## src/rtl/core_defs.sv

```systemverilog
// Shared definitions for the 8-bit RISC core: widths, opcodes, ALU function
// codes and the control sequencer state encoding.
package core_defs;

  localparam int CORE_RFW = 2;
  localparam int CORE_AW  = 8;

  localparam logic [3:0] OP_NOP  = 4'h0;
  localparam logic [3:0] OP_ADD  = 4'h1;
  localparam logic [3:0] OP_SUB  = 4'h2;
  localparam logic [3:0] OP_AND  = 4'h3;
  localparam logic [3:0] OP_OR   = 4'h4;
  localparam logic [3:0] OP_XOR  = 4'h5;
  localparam logic [3:0] OP_MOV  = 4'h6;
  localparam logic [3:0] OP_LDI  = 4'h7;
  localparam logic [3:0] OP_JMP  = 4'h8;
  localparam logic [3:0] OP_JZ   = 4'h9;
  localparam logic [3:0] OP_HALT = 4'hF;

  typedef enum logic [2:0] {
    ALU_ADD    = 3'd0,
    ALU_SUB    = 3'd1,
    ALU_AND    = 3'd2,
    ALU_OR     = 3'd3,
    ALU_XOR    = 3'd4,
    ALU_PASS_B = 3'd5
  } alu_op_e;

  typedef enum logic [2:0] {
    ST_INIT      = 3'd0,
    ST_FETCH     = 3'd1,
    ST_DECODE    = 3'd2,
    ST_FETCH_IMM = 3'd3,
    ST_LOAD_IMM  = 3'd4,
    ST_EXEC      = 3'd5,
    ST_HALT      = 3'd6
  } state_e;

endpackage

```

## src/rtl/instr_decoder.sv

```systemverilog
// Combinational instruction decode: opcode byte to ALU function and the
// control attributes the sequencer needs in DECODE and EXEC.
module instr_decoder
  import core_defs::*;
(
  input  logic [7:0] ir_i,
  output alu_op_e    alu_op_o,
  output logic       writes_rf_o,
  output logic       wdata_sel_o,
  output logic       is_two_byte_o,
  output logic       sets_flag_o,
  output logic       is_halt_o,
  output logic       is_jmp_o,
  output logic       is_jz_o
);

  always_comb begin
    alu_op_o      = ALU_ADD;
    writes_rf_o   = 1'b0;
    wdata_sel_o   = 1'b0;
    is_two_byte_o = 1'b0;
    sets_flag_o   = 1'b0;
    is_halt_o     = 1'b0;
    is_jmp_o      = 1'b0;
    is_jz_o       = 1'b0;
    case (ir_i[7:4])
      OP_ADD: begin alu_op_o = ALU_ADD; writes_rf_o = 1'b1; sets_flag_o = 1'b1; end
      OP_SUB: begin alu_op_o = ALU_SUB; writes_rf_o = 1'b1; sets_flag_o = 1'b1; end
      OP_AND: begin alu_op_o = ALU_AND; writes_rf_o = 1'b1; sets_flag_o = 1'b1; end
      OP_OR:  begin alu_op_o = ALU_OR;  writes_rf_o = 1'b1; sets_flag_o = 1'b1; end
      OP_XOR: begin alu_op_o = ALU_XOR; writes_rf_o = 1'b1; sets_flag_o = 1'b1; end
      OP_MOV: begin alu_op_o = ALU_PASS_B; writes_rf_o = 1'b1; end
      OP_LDI: begin writes_rf_o = 1'b1; wdata_sel_o = 1'b1; is_two_byte_o = 1'b1; end
      OP_JMP: begin is_two_byte_o = 1'b1; is_jmp_o = 1'b1; end
      OP_JZ:  begin is_two_byte_o = 1'b1; is_jz_o = 1'b1; end
      OP_HALT: is_halt_o = 1'b1;
      // NOP and the unassigned opcodes A-E fall through with no side effects
      default: ;
    endcase
  end

endmodule

```

## src/rtl/control_sequencer.sv

```systemverilog
// Multi-cycle fetch/decode/execute controller: owns PC, IR, the immediate
// latch and the zero flag, and drives the register file / ALU controls.
module control_sequencer
  import core_defs::*;
#(
  parameter int RFW = CORE_RFW,
  parameter int AW  = CORE_AW
) (
  input  logic           clk,
  input  logic           cu_reset_n,
  output logic [AW-1:0]  instr_addr,
  input  logic [7:0]     instr_data,
  input  logic           alu_zero,
  output logic           rf_reset,
  output logic           rf_we,
  output logic [RFW-1:0] reg1,
  output logic [RFW-1:0] reg2,
  output logic [RFW-1:0] wreg,
  output logic [2:0]     alu_op,
  output logic           wdata_sel,
  output logic [7:0]     imm,
  output logic           halted,
  output state_e         dbg_state
);

  state_e        state_q, state_d;
  logic [AW-1:0] pc_q, pc_d;
  logic [7:0]    ir_q, ir_d;
  logic [7:0]    imm_q, imm_d;
  logic          zflag_q, zflag_d;

  logic [7:0] dec_ir;
  alu_op_e    dec_alu_op;
  logic       dec_writes_rf, dec_wdata_sel, dec_two_byte, dec_sets_flag;
  logic       dec_halt, dec_jmp, dec_jz;

  // In DECODE the byte is still on the memory bus; elsewhere decode the IR.
  assign dec_ir = (state_q == ST_DECODE) ? instr_data : ir_q;

  instr_decoder u_dec (
    .ir_i          (dec_ir),
    .alu_op_o      (dec_alu_op),
    .writes_rf_o   (dec_writes_rf),
    .wdata_sel_o   (dec_wdata_sel),
    .is_two_byte_o (dec_two_byte),
    .sets_flag_o   (dec_sets_flag),
    .is_halt_o     (dec_halt),
    .is_jmp_o      (dec_jmp),
    .is_jz_o       (dec_jz)
  );

  always_comb begin
    state_d   = state_q;
    pc_d      = pc_q;
    ir_d      = ir_q;
    imm_d     = imm_q;
    zflag_d   = zflag_q;
    rf_reset  = 1'b0;
    rf_we     = 1'b0;
    reg1      = '0;
    reg2      = '0;
    wreg      = '0;
    alu_op    = ALU_ADD;
    wdata_sel = 1'b0;
    halted    = 1'b0;
    case (state_q)
      ST_INIT: begin
        // Gated so the strobe stays low while reset is still held.
        rf_reset = cu_reset_n;
        state_d  = ST_FETCH;
      end
      ST_FETCH: state_d = ST_DECODE;
      ST_DECODE: begin
        ir_d = instr_data;
        pc_d = pc_q + AW'(1);
        if (dec_two_byte)  state_d = ST_FETCH_IMM;
        else if (dec_halt) state_d = ST_HALT;
        else               state_d = ST_EXEC;
      end
      ST_FETCH_IMM: state_d = ST_LOAD_IMM;
      ST_LOAD_IMM: begin
        imm_d   = instr_data;
        pc_d    = pc_q + AW'(1);
        state_d = ST_EXEC;
      end
      ST_EXEC: begin
        reg1      = RFW'(ir_q[3:2]);
        reg2      = RFW'(ir_q[1:0]);
        wreg      = RFW'(ir_q[3:2]);
        alu_op    = dec_alu_op;
        rf_we     = dec_writes_rf;
        wdata_sel = dec_wdata_sel;
        if (dec_sets_flag) zflag_d = alu_zero;
        if (dec_jmp || (dec_jz && zflag_q)) pc_d = AW'(imm_q);
        state_d = ST_FETCH;
      end
      ST_HALT: halted = 1'b1;
      default: state_d = ST_INIT;
    endcase
  end

  always_ff @(posedge clk or negedge cu_reset_n) begin
    if (!cu_reset_n) begin
      state_q <= ST_INIT;
      pc_q    <= '0;
      ir_q    <= '0;
      imm_q   <= '0;
      zflag_q <= 1'b0;
    end else begin
      state_q <= state_d;
      pc_q    <= pc_d;
      ir_q    <= ir_d;
      imm_q   <= imm_d;
      zflag_q <= zflag_d;
    end
  end

  assign instr_addr = pc_q;
  assign imm        = imm_q;
  assign dbg_state  = state_q;

endmodule

```

## config.mk

```make
export PLATFORM = sky130hd
export DESIGN_NAME = control_sequencer
export DESIGN_NICKNAME = d
export VERILOG_FILES = /design/src/rtl/core_defs.sv /design/src/rtl/instr_decoder.sv /design/src/rtl/control_sequencer.sv
export SDC_FILE = /design/constraint.sdc
export NUM_CORES = 1
export LEC_CHECK = 0
export BUFFER_PORTS_ARGS = -buffer_cell sky130_fd_sc_hd__buf_2
export CORE_ASPECT_RATIO = 0.75
export CORE_MARGIN = 2
export CORE_UTILIZATION = 30
export DETAILED_ROUTE_END_ITERATION = 12
export PLACE_DENSITY = 0.51
export SLEW_MARGIN = 20
export SYNTH_ARGS = -nofsm -noshare
export SYNTH_HDL_FRONTEND = slang
export SYNTH_SLANG_ARGS = --single-unit
```

## constraint.sdc

```tcl
create_clock -name clk -period 2.5 [get_ports clk]
set_input_delay 0.5 -clock clk [delete_from_list [all_inputs] [get_ports clk]]
set_output_delay 0.5 -clock clk [all_outputs]
set_load 0.03 [all_outputs]
```

# --- Word level (Yosys, flattened, before mapping) ---
# Index checks and enable logic that the tools add are counted.
totals:
  reg_bits: 28
  input_bits: 11
  output_inout_bits: 32
classes:
  n_addsub: 1
  eq_ne: 17
  mux: 21
  reduce_logical: 11
ops:
  columns: ["operator", "n"]
  rows:
  - ["$pmux 3 s6", 1]
  - ["$eq 4x3->1 const B", 4]
  - ["$mux 8", 2]
  - ["$pmux 8 s2", 1]
  - ["$pmux 3 s5", 1]
  - ["$eq 4x4->1 const B", 3]
  - ["$mux 1", 11]
  - ["$eq 3x3->1 const B", 3]
  - ["$add 8x1->8 const B", 1]
  - ["$eq 4x2->1 const B", 2]
  - ["$reduce_or 7->1", 1]
  - ["$eq 3x2->1 const B", 2]
  - ["$mux 2", 3]
  - ["$mux 3", 2]
  - ["$reduce_or 5->1", 1]
  - ["$eq 4x1->1 const B", 1]
  - ["$reduce_and 2->1", 2]
  - ["$reduce_or 2->1", 2]
  - ["$eq 3x1->1 const B", 1]
  - ["$logic_not 3->1", 1]
  - ["$reduce_or 3->1", 1]
  - ["$ne 2x2->1 const B", 1]
  - ["$reduce_bool 2->1", 1]
  - ["$logic_and 1x1->1", 1]
  - ["$logic_or 1x1->1", 1]

# --- Logic depth before layout (Yosys ltp) ---
depth:
  ltp_word: 8
  depth_mapped: 8

# --- Hierarchy ---
# From an unflattened synthesis, not the netlist that was laid out.
unflattened:
  cells_unflattened: 145
  area_unflattened_um2: 1556.5
modules_own_cells:
  columns: ["module", "n_inst", "cells_each", "area_per_inst_um2", "seq_area_each_um2"]
  rows:
  - ["control_sequencer", 1, 126, 1437.6, 700.7]
  - ["instr_decoder", 1, 19, 118.9, 0.0]

# --- Worst setup path before layout ---
# Ideal clock, no wire load.
synth_timing:
  path_kind: "reg2out"
  startpoint: "register state_q[1] (netlist: dbg_state[1])"
  endpoint: "output port alu_op[2]"
  arrival_ns: 2.557
  path_slack_ns: -0.557
  stages_incl_launch_ff: 7
  path_buffers: 2
  path_cell_list: "dfrtp_1 buf_4 nor3b_4 buf_2 mux2i_1 xnor2_1 nor4_1"
synth_between:
  elab_chain_cells: 5
synth_lines:
  columns: ["item", "line", "text"]
  rows:
  - ["from (decl)", "control_sequencer.sv:26", "state_e state_q, state_d;"]
  - ["from (signal assigned)", "control_sequencer.sv:110", "state_q <= state_d;"]
  - ["$eq 3x2->1", "control_sequencer.sv:38", "assign dec_ir = (state_q == ST_DECODE) ? instr_data : ir_q;"]
  - ["$mux 8", null, null]
  - ["$eq 4x3->1 / $eq 4x2->1 (equally long branches)", "instr_decoder.sv:26", "case (ir_i[7:4])"]
  - ["$pmux 3 s5", "instr_decoder.sv:26", null]
  - ["$mux 3 *", "control_sequencer.sv:66", "case (state_q)"]
  - ["to (decl)", "control_sequencer.sv:19", "output logic [2:0] alu_op,"]
# Every way passes the cells marked *; elsewhere a longest branch is shown, timed or not.

# --- Worst setup path in the final report ---
layout_timing:
  startpoint: "register state_q[2] (netlist: dbg_state[2])"
  endpoint: "output port wdata_sel"
layout_between:
  elab_chain_cells: 5
layout_lines:
  columns: ["item", "line", "text"]
  rows:
  - ["$eq 3x2->1", "control_sequencer.sv:38", null]
  - ["$mux 8", null, null]
  - ["$eq 4x3->1", "instr_decoder.sv:26", null]
  - ["$mux 1", "instr_decoder.sv:26", null]
  - ["$mux 1 *", "control_sequencer.sv:66", null]
  - ["to (decl)", "control_sequencer.sv:20", "output logic wdata_sel,"]
# Marked as above.

==> summary.txt <==
FP Rows = 23
Post-Synthesis Net Count = 174
register bit total from synthesis = 28
CP dominant cell by count = buf_4
FMAX = 409 MHz
CP Max Fanout = 4
area of the multi-input gates = 937 sq um
fraction of layout cells with a size suffix above 1 = 47.2%
Initial Util = 30.6%
EDFF count, synth = 0
clk slew on worst S/H paths = 0.10 ns
Synth area leader = dfrtp_1
Synth area leaders = dfrtp_1 (43%), mux2_2 (11%), nand2_1 (3.5%), a21oi_1 (3.1%), o21ai_0 (2.8%)
sequential fraction of the synthesis area = 43.5%
WL final = 4180 um
asr flop ratio synth = 100%
Mapped Avg Cell Area = 9.95 sq um
hold_buf cts = 0
DP Wirelength = 3120 um
Final Cycle Share = 97.8%
fin crit period = 2.44 ns
DIE WIDTH = 88.6 um
setup violators final = 0
Fillers = 545
Synth top cells by count = dfrtp_1 (28), mux2_2 (16), nand2_1 (15)
worst path cell trace = nor3b_4, buf_6, buf_4, buf_4, mux2i_2, nand2_2, nor3_2, buf_4
Leak Pwr = 0.946 nW
Initial DRC Count = 105
Die H = 67.5 um
pin count of the biggest net entering global routing = 29
Final Slew Violations = 0
antenna viol nets, final = 0
final hold vios = 0
H-tree Lvls = 1
Sink Count = 28
Cell variety after synth = 41
Clock Skews = 0.0115 ns
Clock Latency Late Sink = 0.28 ns
GRT Total Usage = 14.6%
die area = 0.00598 sq mm
initial antenna violation count = 0
total number of vias = 1420
Worst Max-Slew Pin Slew = 0.502 ns
Ys Warns = 0
Max Buffers Root-to-Sink = 2
CTS tree = yes
first-pass GRT wire length = 6690 um
largest incremental delay on the critical path = 0.42 ns
Worst setup SP type = flip-flop
Main synth FF type = dfrtp_1
io pins = 43
nets@finish = 229
top cell type's share of synthesized area = 43.5%
Max Cap Viol = 0
Hold Path Class = in2async
core area = 0.00527 sq mm
Pwr Density = 1470 mW/mm^2
Post-Synthesis Cells = 162
post-synthesis instance area = 0.00161 sq mm
IO buf count = 42
run status = completed
drt wl/cell = 14.4 um
fin util = 41.3%
DR pass1 iterations = 4
RSZ-0062 raised after global routing = true
worst path arrival time = 1.94 ns
Overflow after GRT = 0
Slew HR = 66.6%
via/cell ratio = 4.88
Final Power = 3.20 mW
Antenna Cells = 0
Worst VDD drop = 0.556 mV
Critical Path End Type = output pin
root buf cell = clkbuf_8
Final Wtd Congestion = 0.812
CTS Buf Count = 3
DRC = 0
Area Overhead vs Synth = 35.1%
top-count cell post-synth = dfrtp_1
WP data required = 2.00 ns
number of global-route vias before repair = 1263
slowest CP cell = dfrtp_1
worst setup path class = reg2out
Sequential Area = 702 sq um
## critical path: cells and delay by family, from the launching register on
family                 cells  cell delay, ns
and+or+nand+nor            3            0.42
DFF                        1            0.42
muxes                      1            0.28
buffers and inverters      4            0.56
## power breakdown
part	switching, mW	total (mW)	leakage, nW	internal (mW)
clock network	0.141	0.282	0.0288	0.141
registers	0.223	0.899	0.336	0.676
logic	1.20	2.02	0.581	0.812
## logic make-up (layout without fill, tap and decap cells)
group | Yosys count | count (layout) | share of synthesized area [%]
adders and majority gates | 1 | 1 | 0.776
buffers and inverters | 14 | 68 | 4.58
AOI/OAI and AO/OA | 36 | 36 | 14.8
xor gates and xnor gates | 1 | 1 | 0.544
and+or+nand+nor | 61 | 61 | 21.0
DFF | 28 | 28 | 43.5
muxes | 21 | 21 | 14.8
## layer usage
metal / vias to the layer above / track usage [%] / wire length (um)
li1: 698 / - / -
met5: - / 0 / 0
met1: 696 / 22.3 / 2130
met3: 0 / 3.18 / 152
met2: 26 / 21.7 / 1900
met4: 0 / 1.70 / 0
## cell usage in the layout (no fill, tap or decap), drive strengths merged, types with 4 or more instances in the layout
master / n
a211oi: 4
a21oi: 11
and2: 4
and3b: 4
buf: 60
clkbuf: 4
dfrtp: 28
inv: 4
mux2: 17
mux2i: 4
nand2: 15
nand3: 7
nor2: 9
nor3: 4
nor3b: 4
o21ai: 9
## sequential cells by signal (all words and copies together) (netlist names)
signal	cells
imm	8
instr_addr	8
ir_q	8
dbg_state	3
zflag_q	1
## worst paths after layout
kind,startpoint,end,cells after the start,slack [ns]
worst max-delay path,dbg_state[2]$_DFFE_PN0N_,wdata_sel,8,0.06
worst min register to register,ir_q[1]$_DFFE_PN0P_,ir_q[1]$_DFFE_PN0P_,1,0.50
min in group clk,alu_zero,zflag_q$_DFFE_PN0P_,2,0.45
max in group asynchronous,cu_reset_n,dbg_state[1]$_DFFE_PN0N_,2,1.96
worst min-delay path,cu_reset_n,zflag_q$_DFFE_PN0P_,2,0.25
worst max register to register,dbg_state[2]$_DFFE_PN0N_,instr_addr[1]$_DFFE_PN0P_,7,0.42
## repair_timing
item                                    CTS  global route
pin swaps                                 3             1
buffers inserted                          5             1
gates resized for setup                  11             7
endpoints found under the setup margin    3             5
## final cells by class
| class | instances | area share (%) |
|---|---|---|
| Inverter | 4 | 0.690 |
| Tap cell | 75 | 4.31 |
| Multi-Input combinational cell | 120 | 43.0 |
| Clock buffer | 4 | 2.53 |
| Sequential cell | 28 | 32.2 |
| Timing Repair Buffer | 60 | 17.2 |
## through the flow
step / worst slack (ns) / cell area, sq um / hold WS (ns) / setup TNS (ns) / cells
CTS: -0.0169 / 2150 / 0.258 / -0.0169 / 290
detailed placement: 0.161 / 2010 / 0.487 / 0 / 281
global route: -0.0216 / 2180 / 0.282 / -0.0388 / 291
floorplan: 0.00234 / 1680 / 0.204 / 0 / 162
global placement: 0.159 / 2010 / 0.481 / 0 / 281
finish: 0.0560 / 2180 / 0.249 / 0 / 291
(Power assumes the default switching activity.)
